File: src/rtl/muldiv_sequencer.sv
// Iterative HI/LO unit: shift-add multiply and restoring divide,
// one result bit per cycle, plus MTHI/MTLO and pipeline stall.
//
// Ports:
//   clk, rst        clock, async active-low reset
//   start, funct    EX-stage instruction valid and ALU funct code
//   op_a, op_b      rs / rt operands
//   flush           cancel in-flight op (no HI/LO update)
//   stall           hold IF..EX (combinational)
//   done            one-cycle pulse after a mul/div write
//   hi, lo          architectural HI/LO registers
module muldiv_sequencer #(
  parameter int DATA_WIDTH = 32
) (
  input  logic                  clk,
  input  logic                  rst,
  input  logic                  start,
  input  logic [5:0]            funct,
  input  logic [DATA_WIDTH-1:0] op_a,
  input  logic [DATA_WIDTH-1:0] op_b,
  input  logic                  flush,
  output logic                  stall,
  output logic                  done,
  output logic [DATA_WIDTH-1:0] hi,
  output logic [DATA_WIDTH-1:0] lo
);

  localparam int W  = DATA_WIDTH;
  localparam int CW = $clog2(W);

  localparam logic [5:0] F_MULT  = 6'h18;
  localparam logic [5:0] F_MULTU = 6'h19;
  localparam logic [5:0] F_DIV   = 6'h1A;
  localparam logic [5:0] F_DIVU  = 6'h1B;
  localparam logic [5:0] F_MTHI  = 6'h11;
  localparam logic [5:0] F_MTLO  = 6'h13;

  typedef enum logic [1:0] {
    S_IDLE,
    S_RUN,
    S_FIX
  } state_t;

  state_t          state;
  logic            is_div;
  logic            sign_a;
  logic            sign_b;
  logic            div0;
  logic [CW-1:0]   count;
  logic [W-1:0]    opnd;
  logic [W-1:0]    raw_a;
  logic [2*W-1:0]  acc;

  logic            is_mul;
  logic            is_dv;
  logic            is_sgn;
  logic            is_mthi;
  logic            is_mtlo;
  logic            is_md;
  logic            neg_a;
  logic            neg_b;
  logic [W-1:0]    abs_a;
  logic [W-1:0]    abs_b;

  always_comb begin
    is_mul  = 1'b0;
    is_dv   = 1'b0;
    is_sgn  = 1'b0;
    is_mthi = 1'b0;
    is_mtlo = 1'b0;
    unique case (1'b1)
      (funct == F_MULT): begin
        is_mul = 1'b1;
        is_sgn = 1'b1;
      end
      (funct == F_MULTU): is_mul = 1'b1;
      (funct == F_DIV): begin
        is_dv  = 1'b1;
        is_sgn = 1'b1;
      end
      (funct == F_DIVU): is_dv   = 1'b1;
      (funct == F_MTHI): is_mthi = 1'b1;
      (funct == F_MTLO): is_mtlo = 1'b1;
      default: ;
    endcase
  end

  assign is_md = is_mul | is_dv;
  assign neg_a = is_sgn & op_a[W-1];
  assign neg_b = is_sgn & op_b[W-1];
  assign abs_a = neg_a ? -op_a : op_a;
  assign abs_b = neg_b ? -op_b : op_b;

  assign stall = (state != S_IDLE)
               | (start & is_md & ~flush);

  // Multiply step: acc = {partial_hi, multiplier}.
  // The add keeps its carry, which becomes the
  // top bit after the right shift.
  logic [W:0]     mul_sum;
  logic [2*W-1:0] mul_nxt;

  assign mul_sum = {1'b0, acc[2*W-1:W]}
                 + (acc[0] ? {1'b0, opnd} : '0);
  assign mul_nxt = {mul_sum, acc[W-1:1]};

  // Divide step: acc = {remainder, quotient}.
  // The shifted remainder needs one extra bit
  // for the compare against a full-width divisor.
  logic [W:0]     rem_sh;
  logic           rem_ge;
  logic [W-1:0]   rem_sub;
  logic [2*W-1:0] div_nxt;

  assign rem_sh  = {acc[2*W-1:W], acc[W-1]};
  assign rem_ge  = rem_sh >= {1'b0, opnd};
  assign rem_sub = rem_sh[W-1:0] - opnd;
  assign div_nxt = rem_ge
    ? {rem_sub, acc[W-2:0], 1'b1}
    : {rem_sh[W-1:0], acc[W-2:0], 1'b0};

  logic [W-1:0] res_hi;
  logic [W-1:0] res_lo;
  logic         res_neg;

  assign res_neg = sign_a ^ sign_b;

  always_comb begin
    res_hi = acc[2*W-1:W];
    res_lo = acc[W-1:0];
    if (div0) begin
      res_hi = raw_a;
      res_lo = '1;
    end else if (is_div) begin
      res_lo = res_neg ? -acc[W-1:0] : acc[W-1:0];
      res_hi = sign_a ? -acc[2*W-1:W]
                      : acc[2*W-1:W];
    end else if (res_neg) begin
      {res_hi, res_lo} = -acc;
    end
  end

  always_ff @(posedge clk or negedge rst) begin
    if (!rst) begin
      state  <= S_IDLE;
      done   <= 1'b0;
      hi     <= '0;
      lo     <= '0;
      acc    <= '0;
      opnd   <= '0;
      raw_a  <= '0;
      count  <= '0;
      is_div <= 1'b0;
      sign_a <= 1'b0;
      sign_b <= 1'b0;
      div0   <= 1'b0;
    end else begin
      done <= 1'b0;
      if (flush) begin
        state <= S_IDLE;
      end else begin
        unique case (state)
          S_IDLE: begin
            if (start & is_md) begin
              is_div <= is_dv;
              sign_a <= neg_a;
              sign_b <= neg_b;
              raw_a  <= op_a;
              count  <= '0;
              div0   <= is_dv & (op_b == '0);
              acc    <= {{W{1'b0}},
                         is_dv ? abs_a : abs_b};
              opnd   <= is_dv ? abs_b : abs_a;
              if (is_dv & (op_b == '0))
                state <= S_FIX;
              else
                state <= S_RUN;
            end else if (start & is_mthi) begin
              hi <= op_a;
            end else if (start & is_mtlo) begin
              lo <= op_a;
            end
          end
          S_RUN: begin
            acc   <= is_div ? div_nxt : mul_nxt;
            count <= count + CW'(1);
            if (count == CW'(W - 1))
              state <= S_FIX;
          end
          S_FIX: begin
            hi    <= res_hi;
            lo    <= res_lo;
            done  <= 1'b1;
            state <= S_IDLE;
          end
          default: state <= S_IDLE;
        endcase
      end
    end
  end

endmodule
File: config.mk
export PLATFORM = sky130hd
export DESIGN_NAME = muldiv_sequencer
export DESIGN_NICKNAME = d
export VERILOG_FILES = /design/src/rtl/muldiv_sequencer.sv
export SDC_FILE = /design/constraint.sdc
export NUM_CORES = 1
export LEC_CHECK = 0
export BUFFER_PORTS_ARGS = -buffer_cell sky130_fd_sc_hd__buf_2
export CAP_MARGIN = 25
export CORE_MARGIN = 2
export CORE_UTILIZATION = 29
export DETAILED_ROUTE_END_ITERATION = 8
export SLEW_MARGIN = 20
export SYNTH_ARGS = -nofsm -noshare
export SYNTH_HDL_FRONTEND = slang
export SYNTH_SLANG_ARGS = --single-unit
File: constraint.sdc
create_clock -name clk -period 4.37 [get_ports clk]
set_clock_uncertainty 0.05 [all_clocks]
set_input_delay 0.6555 -clock clk [delete_from_list [all_inputs] [get_ports clk]]
set_output_delay 0.6555 -clock clk [all_outputs]
set_load 0.005 [all_outputs]
==> results.ini <==
[clock_network]
cts_hold_buffers=0
cts_tree=done
htreeDepth=1
clock_latency_ns=0.58
cts_sinks=204
cts_buffer_depth=3
path_clk_slew_ns=0.06
clockRootBuffer=clkbuf_16
cts_setup_buffers=0
cts_buffers=26
cts_resized=0

[cells_and_area]
drive_gt1_frac=0.121
layoutNonFillerInstCount=3051
fill_cells=6122
fin_util=0.335
nets=2411
final_cell_mix=321 x nand2_1, 220 x o21ai_0, 203 x dfrtp_1
syn_to_final_growth_pct=14.7
final_common_cell=nand2_1

[yosys]
syn_area_um2=16800
synth-simple-area-share=0.221
synth_xor_area_frac=0.0901
synthFlopType=dfrtp_1
synth.distinct_cells=83
synthTopCellsByArea=dfrtp_1 30%, nand2_1 7.2%, o21ai_0 6.6%
yosysTopAreaCell=dfrtp_1
synth_edf_count=0
synth_top_family_by_area=compound AO/OA/AOI/OAI gates
syn_inst=2192
ys_seq_area_frac=0.304
synth_area_per_cell_um2=7.67
yosys-mux-area-fraction=0.0424
ys_ff_latch=204
synthArstFlopShare=1.00
synth_fp_nets=2338
synth-compound-area-share=0.240
synthAdderAreaFrac=0.0545
synth_top_area_share=0.304
yosysWarnings=0

[drt]
remaining_drc_errors=0
viasPerCell=5.68
ant_nets=0
drtPass1Iterations=6
drt_iter0_markers=2037
routedWlPerCell_um=22.2
routed-via-count=17300
routed_wl_mm=67.7

[timing]
setup_viol=0
rsz0062_at_grt=no
drv_slew=0
finalCritPeriodShare=0.897
setup_ws_ns=0.450
post-route-min-period_ns=3.92
max_freq_mhz=255
tns_ns=0
hold_viol=0
worst_pin_slew_ns=0.837
max-slew-margin-rel=0.442

[power]
p_switching_w=0.00449
switching_share=0.450
p_comb_frac=0.483
clkPwrFrac=0.236
ir_drop_mv=0.285
seqPwrFrac=0.281
p_per_area_nw_per_um2=517
p_leak_nw=8.44
total_power_w=0.00997
power.internal_w=0.00548

[critical_path]
crit_start=acc[46]
cpMaxStageDelayCell=or4_1
crit_buf_inv=1
end_kind=flop
crit_fanout=18
crit_family=simple AND/OR/NAND/NOR gates
reg2reg_slack_ns=0.45
worstReg2RegStart=acc[46]
worstPathRequired_ns=4.71
cp-start-kind=flop
slowest_delay_ns=0.56
cp_cell_sequence=ha_1, nand2_1, or4_1, or3_1, o211a_1, a2111oi_0, nand3b_2, buf_4, mux2i_1, o221ai_1
crit_type=reg -> reg
cp_data_arrival_time_ns=4.26

[grt]
grt_pass1_wl_mm=102
grt_max_degree=82
grt-ovfl-total=0
grt_pass1_vias=16400
antenna_found_initial=5
gr-usage-all-layers=0.220

[placement]
dp_hpwl_mm=51.8
port_buffers=139
gp_congestion=0.943
place_ws_ns=0.370
dpl.cell_count=3002

[die]
die_h_um=245
start_util=0.292
core_um2=57500
die_w_um=245
fp-row-count=88
die-area_um2=59900
num_io_pins=140

[outcome]
status=completed

[flow_run]
maxCapViolations=0

[hold_path]
worstHoldPathType=in -> async

==> power by group through the flow <==
stage	sequential [W]	clock [W]	combinational, W
2_1_floorplan	0.00257	0	0.00339
3_3_place_gp	0.00280	0	0.00467
3_5_place_dp	0.00282	0	0.00470
4_1_cts	0.00278	0.00236	0.00472
5_1_grt	0.00286	0.00245	0.00525
6_report	0.00281	0.00235	0.00482
==> per-stage QoR <==
step	cell area (um2)	hold WS, ns
after global placement	18400	0.405
after detailed placement	18400	0.412
final	19300	0.0772
after floorplan	16800	0.310
after global routing	19300	0.139
after CTS	19300	0.134
==> kinds of logic after synthesis <==
kind of cell / Yosys count
and+or+nand+nor: 801
AOI/OAI and AO/OA: 663
buffers and inverters: 208
DFF: 204
xor gates and xnor gates: 173
adders and majority gates: 72
muxes: 71
==> state kept, by name, summed over array words and instances (netlist names) <==
| name | flops |
|---|---|
| sign_a | 1 |
| acc | 64 |
| opnd | 32 |
| div0 | 1 |
| raw_a | 32 |
| sign_b | 1 |
| hi | 32 |
| count | 5 |
| lo | 32 |
| is_div | 1 |
| state | 2 |
| done | 1 |
==> Yosys cell counts (8+ instances only) <==
cell      number
xnor2_1       90
nor4_1        21
a22oi_1       14
o22ai_1       35
or3_1         31
a21o_1        33
xor2_1        83
a221oi_1       8
nand2_1      322
or4_1         14
a21oi_1      172
o31ai_1       23
mux2i_1       69
and3_1        16
nor2b_1       11
clkbuf_1     130
a31oi_1       30
o21ai_0      220
nor3_1        58
inv_1         61
nand3_1       44
o21ai_1        8
buf_1          8
ha_1          70
nand2b_1      18
nor2_1       199
dfrtp_1      204
o21bai_1       9
a211oi_1      20
and2_1        10
o211ai_1      10
o41ai_1        8
nand4_1       19
==> routing by layer <==
metal	GRT usage	wire length (um)
met4	0.0884	2980
met3	0.0315	5370
met1	0.300	29500
met5	0	10
met2	0.351	29800
==> worst paths after layout <==
check | end | cells after the start
max in group asynchronous | opnd[18] | 2
min in group clk | raw_a[1] | 3
min reg2reg | lo[1] | 1
max | acc[47] | 10
max reg2reg | acc[47] | 10
min | raw_a[0] | 1
==> final cells by class <==
type                       count  area (um2)  area share
timing repair buffer         192        1130      0.0589
antenna                        1        2.50    0.000130
multi-input combinational   1780       10900       0.567
sequential                   204        5110       0.265
tap                          765         957      0.0496
clock inverter                16         180     0.00934
inverter                      61         229      0.0119
clock buffer                  32         734      0.0381
Note: power is estimated with default switching activity, not from simulation.
